$ cat config.mk
export PLATFORM = sky130hd
export DESIGN_NAME = multicycle_main_control_flat
export DESIGN_NICKNAME = d
export VERILOG_FILES = /design/src/rtl/multicycle_main_control_if.sv /design/src/rtl/multicycle_main_control.sv /design/src/flat_wrapper.sv
export SDC_FILE = /design/constraint.sdc
export NUM_CORES = 1
export LEC_CHECK = 0
export ABC_AREA = 1
export CORE_MARGIN = 2
export CORE_UTILIZATION = 43
export DETAILED_ROUTE_END_ITERATION = 6
export PLACE_DENSITY_LB_ADDON = 0.1
export SLEW_MARGIN = 10
export SYNTH_ARGS = -nofsm -noshare
export SYNTH_HDL_FRONTEND = slang
export SYNTH_SLANG_ARGS = --single-unit
$ cat constraint.sdc
create_clock -name clk -period 2.9 [get_ports clk]
set_input_delay 0.58 -clock clk [delete_from_list [all_inputs] [get_ports clk]]
set_output_delay 0.58 -clock clk [all_outputs]
set_load 0.005 [all_outputs]
$ cat src/rtl/multicycle_main_control_if.sv
// multicycle_main_control_if: opcode/status inputs and datapath control outputs of the main sequencer.
interface multicycle_main_control_if;
    logic [5:0] opcode;
    logic       zero;
    logic       mem_ready;
    logic       mem_read;
    logic       mem_write;
    logic       ir_write;
    logic       iord;
    logic       reg_write;
    logic       reg_dst;
    logic       mem_to_reg;
    logic       alu_src_a;
    logic [1:0] alu_src_b;
    logic [1:0] alu_op;
    logic [1:0] pc_src;
    logic       pc_en;
    logic       illegal_op;
    modport master (
        input  opcode, zero, mem_ready,
        output mem_read, mem_write, ir_write, iord, reg_write, reg_dst, mem_to_reg,
               alu_src_a, alu_src_b, alu_op, pc_src, pc_en, illegal_op
    );
    modport slave (
        output opcode, zero, mem_ready,
        input  mem_read, mem_write, ir_write, iord, reg_write, reg_dst, mem_to_reg,
               alu_src_a, alu_src_b, alu_op, pc_src, pc_en, illegal_op
    );
endinterface

$ cat src/rtl/multicycle_main_control.sv
// multicycle_main_control: fetch/decode/execute/memory/writeback sequencer for the multicycle CPU.
module multicycle_main_control #(
    parameter logic [5:0] OP_RTYPE = 6'b000000,
    parameter logic [5:0] OP_LW    = 6'b100011,
    parameter logic [5:0] OP_SW    = 6'b101011,
    parameter logic [5:0] OP_BEQ   = 6'b000100,
    parameter logic [5:0] OP_ADDI  = 6'b001000,
    parameter logic [5:0] OP_J     = 6'b000010
) (
    input  logic clk,
    input  logic rst_n,
    multicycle_main_control_if.master bus
);
    typedef enum logic [3:0] {
        RESET  = 4'd0,
        FETCH  = 4'd1,
        DECODE = 4'd2,
        MEMADR = 4'd3,
        MEMRD  = 4'd4,
        MEMWB  = 4'd5,
        MEMWR  = 4'd6,
        EXEC   = 4'd7,
        ALUWB  = 4'd8,
        BRANCH = 4'd9,
        ADDIEX = 4'd10,
        ADDIWB = 4'd11,
        JUMP   = 4'd12
    } state_t;

    state_t state_q, state_d;
    logic   lw_q, lw_d;

    always_ff @(posedge clk or negedge rst_n) begin
        if (!rst_n) begin
            state_q <= RESET;
            lw_q    <= 1'b0;
        end else begin
            state_q <= state_d;
            lw_q    <= lw_d;
        end
    end

    always_comb begin
        state_d        = RESET;
        lw_d           = lw_q;
        bus.mem_read   = 1'b0;
        bus.mem_write  = 1'b0;
        bus.ir_write   = 1'b0;
        bus.iord       = 1'b0;
        bus.reg_write  = 1'b0;
        bus.reg_dst    = 1'b0;
        bus.mem_to_reg = 1'b0;
        bus.alu_src_a  = 1'b0;
        bus.alu_src_b  = 2'b00;
        bus.alu_op     = 2'b00;
        bus.pc_src     = 2'b00;
        bus.pc_en      = 1'b0;
        bus.illegal_op = 1'b0;
        case (state_q)
            RESET: state_d = FETCH;
            FETCH: begin
                bus.mem_read  = 1'b1;
                bus.alu_src_b = 2'b01;
                bus.ir_write  = bus.mem_ready;
                bus.pc_en     = bus.mem_ready;
                state_d       = bus.mem_ready ? DECODE : FETCH;
            end
            DECODE: begin
                bus.alu_src_b = 2'b11;
                // LW vs SW is remembered here so MEMADR need not re-read the opcode
                lw_d          = (bus.opcode == OP_LW);
                case (bus.opcode)
                    OP_LW, OP_SW: state_d = MEMADR;
                    OP_RTYPE:     state_d = EXEC;
                    OP_BEQ:       state_d = BRANCH;
                    OP_ADDI:      state_d = ADDIEX;
                    OP_J:         state_d = JUMP;
                    default: begin
                        state_d        = FETCH;
                        bus.illegal_op = 1'b1;
                    end
                endcase
            end
            MEMADR: begin
                bus.alu_src_a = 1'b1;
                bus.alu_src_b = 2'b10;
                state_d       = lw_q ? MEMRD : MEMWR;
            end
            MEMRD: begin
                bus.mem_read = 1'b1;
                bus.iord     = 1'b1;
                state_d      = bus.mem_ready ? MEMWB : MEMRD;
            end
            MEMWB: begin
                bus.reg_write  = 1'b1;
                bus.mem_to_reg = 1'b1;
                state_d        = FETCH;
            end
            MEMWR: begin
                bus.mem_write = 1'b1;
                bus.iord      = 1'b1;
                state_d       = bus.mem_ready ? FETCH : MEMWR;
            end
            EXEC: begin
                bus.alu_src_a = 1'b1;
                bus.alu_op    = 2'b10;
                state_d       = ALUWB;
            end
            ALUWB: begin
                bus.reg_write = 1'b1;
                bus.reg_dst   = 1'b1;
                state_d       = FETCH;
            end
            BRANCH: begin
                bus.alu_src_a = 1'b1;
                bus.alu_op    = 2'b01;
                bus.pc_src    = 2'b01;
                bus.pc_en     = bus.zero;
                state_d       = FETCH;
            end
            ADDIEX: begin
                bus.alu_src_a = 1'b1;
                bus.alu_src_b = 2'b10;
                state_d       = ADDIWB;
            end
            ADDIWB: begin
                bus.reg_write = 1'b1;
                state_d       = FETCH;
            end
            JUMP: begin
                bus.pc_src = 2'b10;
                bus.pc_en  = 1'b1;
                state_d    = FETCH;
            end
            default: state_d = RESET;
        endcase
    end
endmodule
$ cat src/flat_wrapper.sv
// flat-port wrapper written by rule: the top's interface ports become plain ports
module multicycle_main_control_flat 
#(
    parameter logic [5:0] OP_RTYPE = 6'b000000,
    parameter logic [5:0] OP_LW    = 6'b100011,
    parameter logic [5:0] OP_SW    = 6'b101011,
    parameter logic [5:0] OP_BEQ   = 6'b000100,
    parameter logic [5:0] OP_ADDI  = 6'b001000,
    parameter logic [5:0] OP_J     = 6'b000010
)
  (clk, rst_n, bus_opcode, bus_zero, bus_mem_ready, bus_mem_read, bus_mem_write, bus_ir_write, bus_iord, bus_reg_write, bus_reg_dst, bus_mem_to_reg, bus_alu_src_a, bus_alu_src_b, bus_alu_op, bus_pc_src, bus_pc_en, bus_illegal_op);
  multicycle_main_control_if bus_i ();
  input  logic clk;
  input  logic rst_n;
  input wire logic [$bits(bus_i.opcode)-1:0] bus_opcode;
  input wire logic [$bits(bus_i.zero)-1:0] bus_zero;
  input wire logic [$bits(bus_i.mem_ready)-1:0] bus_mem_ready;
  output wire logic [$bits(bus_i.mem_read)-1:0] bus_mem_read;
  output wire logic [$bits(bus_i.mem_write)-1:0] bus_mem_write;
  output wire logic [$bits(bus_i.ir_write)-1:0] bus_ir_write;
  output wire logic [$bits(bus_i.iord)-1:0] bus_iord;
  output wire logic [$bits(bus_i.reg_write)-1:0] bus_reg_write;
  output wire logic [$bits(bus_i.reg_dst)-1:0] bus_reg_dst;
  output wire logic [$bits(bus_i.mem_to_reg)-1:0] bus_mem_to_reg;
  output wire logic [$bits(bus_i.alu_src_a)-1:0] bus_alu_src_a;
  output wire logic [$bits(bus_i.alu_src_b)-1:0] bus_alu_src_b;
  output wire logic [$bits(bus_i.alu_op)-1:0] bus_alu_op;
  output wire logic [$bits(bus_i.pc_src)-1:0] bus_pc_src;
  output wire logic [$bits(bus_i.pc_en)-1:0] bus_pc_en;
  output wire logic [$bits(bus_i.illegal_op)-1:0] bus_illegal_op;
  assign bus_i.opcode = bus_opcode;
  assign bus_i.zero = bus_zero;
  assign bus_i.mem_ready = bus_mem_ready;
  assign bus_mem_read = bus_i.mem_read;
  assign bus_mem_write = bus_i.mem_write;
  assign bus_ir_write = bus_i.ir_write;
  assign bus_iord = bus_i.iord;
  assign bus_reg_write = bus_i.reg_write;
  assign bus_reg_dst = bus_i.reg_dst;
  assign bus_mem_to_reg = bus_i.mem_to_reg;
  assign bus_alu_src_a = bus_i.alu_src_a;
  assign bus_alu_src_b = bus_i.alu_src_b;
  assign bus_alu_op = bus_i.alu_op;
  assign bus_pc_src = bus_i.pc_src;
  assign bus_pc_en = bus_i.pc_en;
  assign bus_illegal_op = bus_i.illegal_op;
  multicycle_main_control #(.OP_RTYPE(OP_RTYPE), .OP_LW(OP_LW), .OP_SW(OP_SW), .OP_BEQ(OP_BEQ), .OP_ADDI(OP_ADDI), .OP_J(OP_J)) u_core (.clk(clk), .rst_n(rst_n), .bus(bus_i));
endmodule
Yosys cells after proc, flatten, opt, wreduce, memory -nomap -nowiden
Cells that the tools add are included.

storage, ports and cells
  register bits after elaboration = 5
  output and inout port bits = 16
  logic and storage cells = 49

operators by class
  equal/unequal tests = 17
  multiplexer cells = 20
  reductions and logical operators = 10

operators by type and width
  cell                                                             count
  4-bit case mux with 8 select lines                               1
  4-bit == test, second input constant                             5
  4-bit case mux with 5 select lines                               1
  4-bit by 3-bit == test with 1-bit output, second input constant  4
  6-bit == test, second input constant                             2
  6-bit OR reduction                                               2
  1-bit two-way mux                                                11
  4-bit by 2-bit == test with 1-bit output, second input constant  2
  2-bit case mux with 2 select lines                               2
  2-bit OR reduction                                               4
  6-bit by 2-bit == test with 1-bit output, second input constant  1
  6-bit by 3-bit == test with 1-bit output, second input constant  1
  6-bit by 4-bit == test with 1-bit output, second input constant  1
  6-bit zero test                                                  1
  2-bit case mux with 3 select lines                               1
  4-bit by 1-bit == test with 1-bit output, second input constant  1
  4-bit zero test                                                  1
  2-bit two-way mux                                                2
  4-bit OR reduction                                               1
  3-bit two-way mux                                                1
  1-bit case mux with 3 select lines                               1
  3-bit OR reduction                                               1

Depth between registers and ports, before layout
  depth after elaboration = 4
  mapped depth = 7

Least setup slack after synthesis
No wires, ideal clock.

  path kind = input to output
  from = in bus_opcode[1]
  to = out bus_illegal_op
  data arrival time = 1.030 ns
  required time = 2.320 ns
  setup slack = 1.290 ns
  cell stages on the path = 5
  buffers on the path = 0
  cell sequence = nor2_1 > and2_1 > nand2_1 > nand2_1 > nor2_2

on the way
  cells in the longest elaborated chain, start to end = 4
  elaborated cells between the ends (all ways) = 9

ends and longest elaborated chain
  item                                         RTL line                       source
  start: declaration                           flat_wrapper.sv:15             input wire logic [$bits(bus_i.opcode)-1:0] bus_opcode;
  6-bit == test, or another cell as far along  multicycle_main_control.sv:72  case (bus.opcode)
  6-bit OR reduction (no source line) *        --
  1-bit two-way mux *                          multicycle_main_control.sv:72
  1-bit two-way mux *                          multicycle_main_control.sv:59  case (state_q)
  end: declaration                             flat_wrapper.sv:30             output wire logic [$bits(bus_i.illegal_op)-1:0] bus_illegal_op;

Every way passes the cells marked *; elsewhere a longest branch is shown, timed or not.

Final worst setup path
  from = in bus_opcode[0]
  to = out bus_illegal_op

Same word-level chain as after synthesis.

==> metrics <==
Area contributors post-synth=dfrtp_1, nand2_1, nor2_1, nand3_1, inv_1; Post-synth ARST share=100%; Worst setup EP type=output pin; routed vias/inst=4.80; total grt overflow=0; r2r setup slk=~1.7 ns; die width=~41 µm; CTS Hold Bufs=0; Via Count=around 660; synth warn=0; slew at the pin closest to its max-slew limit=0.294 ns; WS Path Type=input port to output pin; setup_tns=0 ns; initial core utilization=45.1%; final RePlAce weighted congestion=0.803; count leader, synth=nand2_1; ys flop type=dfrtp_1; die height=around 41 µm; Max clock buf depth=2; CTS tree=built; crit path to=bus_illegal_op; Slew HR=between 80% and 90%; maximum VDD drop=about 480 µV; pre-CTS setup slack=~0.23 ns; # DRC=0; Worst Path Max Fanout=4; hpwl dp=between 1000 and 1500 µm; layout cells sized above 1=21.3%; status=completed; Post-CTS Repair Setup Buffers=0; first-pass GRT wire length=2050 µm; RR Startpoint=u_core.state_q[2]$_DFF_PN0_; post-route ant nets=0; Detailed Route WL=roughly 1300 µm; RSZ-0062 raised after global routing=no; clk sink count=5; min-delay src=u_core.lw_q$_DFFE_PN0P_; Leak=between 0.4 and 0.5 nW; vias in the first global route=507; Synth top area share=between 20 and 25%; antenna violations before repair=0; syn avg cell area=slightly above 6 µm²; Tmin final=around 2.7 ns; fin. max-slew vios=0; worst clock skew=about 0.00075 ns; Worst Path Required=between 2 and 2.5 ns; Pre-Repair DR Iteration Count=4; PortBufs=25; Die Footprint=~1700 µm²; Hold Fails Final Rpt=0; largest net degree at the start of global routing=8; Power Dens Cells=728 nW/µm²; reg-to-reg endpoint=u_core.lw_q$_DFFE_PN0P_; cts bufs inserted=3; start point of the critical path=bus_opcode[0]; Syn Std Cell Area=about 580 µm²; Worst Setup Start Kind=input port; fin worst setup slack=0.225 ns; Hold Crit Class=register to register; Wirelength per Cell=between 9 and 10 µm; final worst-path cycle share=92.2%; post-synth cell types=22; Post-synth EDFFs=0; final net count=around 130; Mapped Cells=between 90 and 100; Clock Tree Root=clkbuf_4; register bit total from synthesis=5; Syn Nets=approximately 100; Setup-failing EPs final=0; clock-pin slew on the worst setup and hold paths=0.04 ns; max_cap viols=0; P&R area growth vs syn=49.7%; Synth area leader=dfrtp_1; CTS resizes=0; Max Fclk=374 MHz; overall routing resource usage=about a fifth; crit path DAT=about 2.1 ns; htree depth=1; register area share after synthesis=a little over a fifth; cell row count=13; top cells by count, synth=nand2_1, nor2_1, inv_1, nand3_1, inv_2; 1st-iter DRT viols=7; clk_lat worst skew=roughly 0.24 ns; Inserted Diodes=0; io pins=26; Placeable Area=~1300 µm²; worst reg-to-reg path cell count=6
[critical path: stages]
cell             delay [ns]
clkdlybuf4s50_1        0.52
nor2_1                 0.09
and2_1                 0.17
nand2_1                0.06
nand2_1                0.07
nor2_2                 0.10
clkdlybuf4s50_1        0.50
[state kept, by name, indices dropped and copies added (netlist names)]
register and cells:
u_core.lw_q 1, u_core.state_q 4
[through the flow]
| stage | utilization, % | hold slack [ns] | area, µm² | cells | total power [mW] |
|---|---|---|---|---|---|
| floorplan | - | 0.284 | 579 | 94 | 0.373 |
| global placement | 65.4 | 0.480 | 841 | 133 | 0.551 |
| detailed placement | 65.4 | 0.485 | 841 | 133 | 0.555 |
| CTS | 67.5 | 0.496 | 867 | 137 | 0.639 |
| global route | 67.5 | 0.520 | 867 | 137 | 0.695 |
| finish | 67.5 | 0.489 | 867 | 137 | 0.631 |
[per-layer routing]
metal	track usage, %	up-vias	wire length [µm]
li1	-	353	-
met1	22.0	276	560
met2	34.1	29	634
met3	8.15	0	97
met4	0	0	0
met5	0	-	0
[report_power, final]
| part | internal [mW] | switching (mW) |
|---|---|---|
| Combinational | 0.209 | 0.204 |
| Sequential | 0.0947 | 0.0428 |
| Clock | 0.0520 | 0.0288 |
| Total | 0.356 | 0.276 |
[kinds of logic after synthesis]
| kind of cell | Yosys count | synth area share [%] |
|---|---|---|
| flops | 5 | 21.6 |
| simple gates | 65 | 60.0 |
| buf+inv | 18 | 12.3 |
| compound gates | 6 | 6.05 |
[cells in the final DEF (no fill, tap or decap)]
cell / n
nand3_1: 10
nor3_1: 1
clkbuf_1: 1
o22ai_1: 1
o21ai_0: 2
nor2_4: 1
inv_1: 11
nand4_1: 2
nor2_1: 14
nor2_2: 5
nor2_8: 1
nand3b_1: 2
nand2_2: 5
nor3_2: 1
and2_1: 1
nand2_1: 19
dfrtp_1: 5
nand2_4: 1
clkdlybuf4s50_1: 25
clkbuf_4: 3
inv_2: 6
nand3_2: 2
o21ai_2: 1
a21oi_1: 2
[worst min-delay path by stage]
stage / endpoint / cells after the start
after floorplan: u_core.lw_q$_DFFE_PN0P_ / 0
after global placement: u_core.lw_q$_DFFE_PN0P_ / 2
after detailed placement: u_core.lw_q$_DFFE_PN0P_ / 2
after CTS: u_core.lw_q$_DFFE_PN0P_ / 2
after global routing: u_core.lw_q$_DFFE_PN0P_ / 2
final: u_core.lw_q$_DFFE_PN0P_ / 2
[area by class of cell]
| type | instances | area, µm² |
|---|---|---|
| multi-input combinational | 71 | 383 |
| clock buffer | 4 | 26.3 |
| timing repair buffer | 25 | 250 |
| tap | 15 | 18.8 |
| inverter | 17 | 63.8 |
| fill | 125 | 418 |
| sequential | 5 | 125 |
Power figures use the tool's default switching activity.
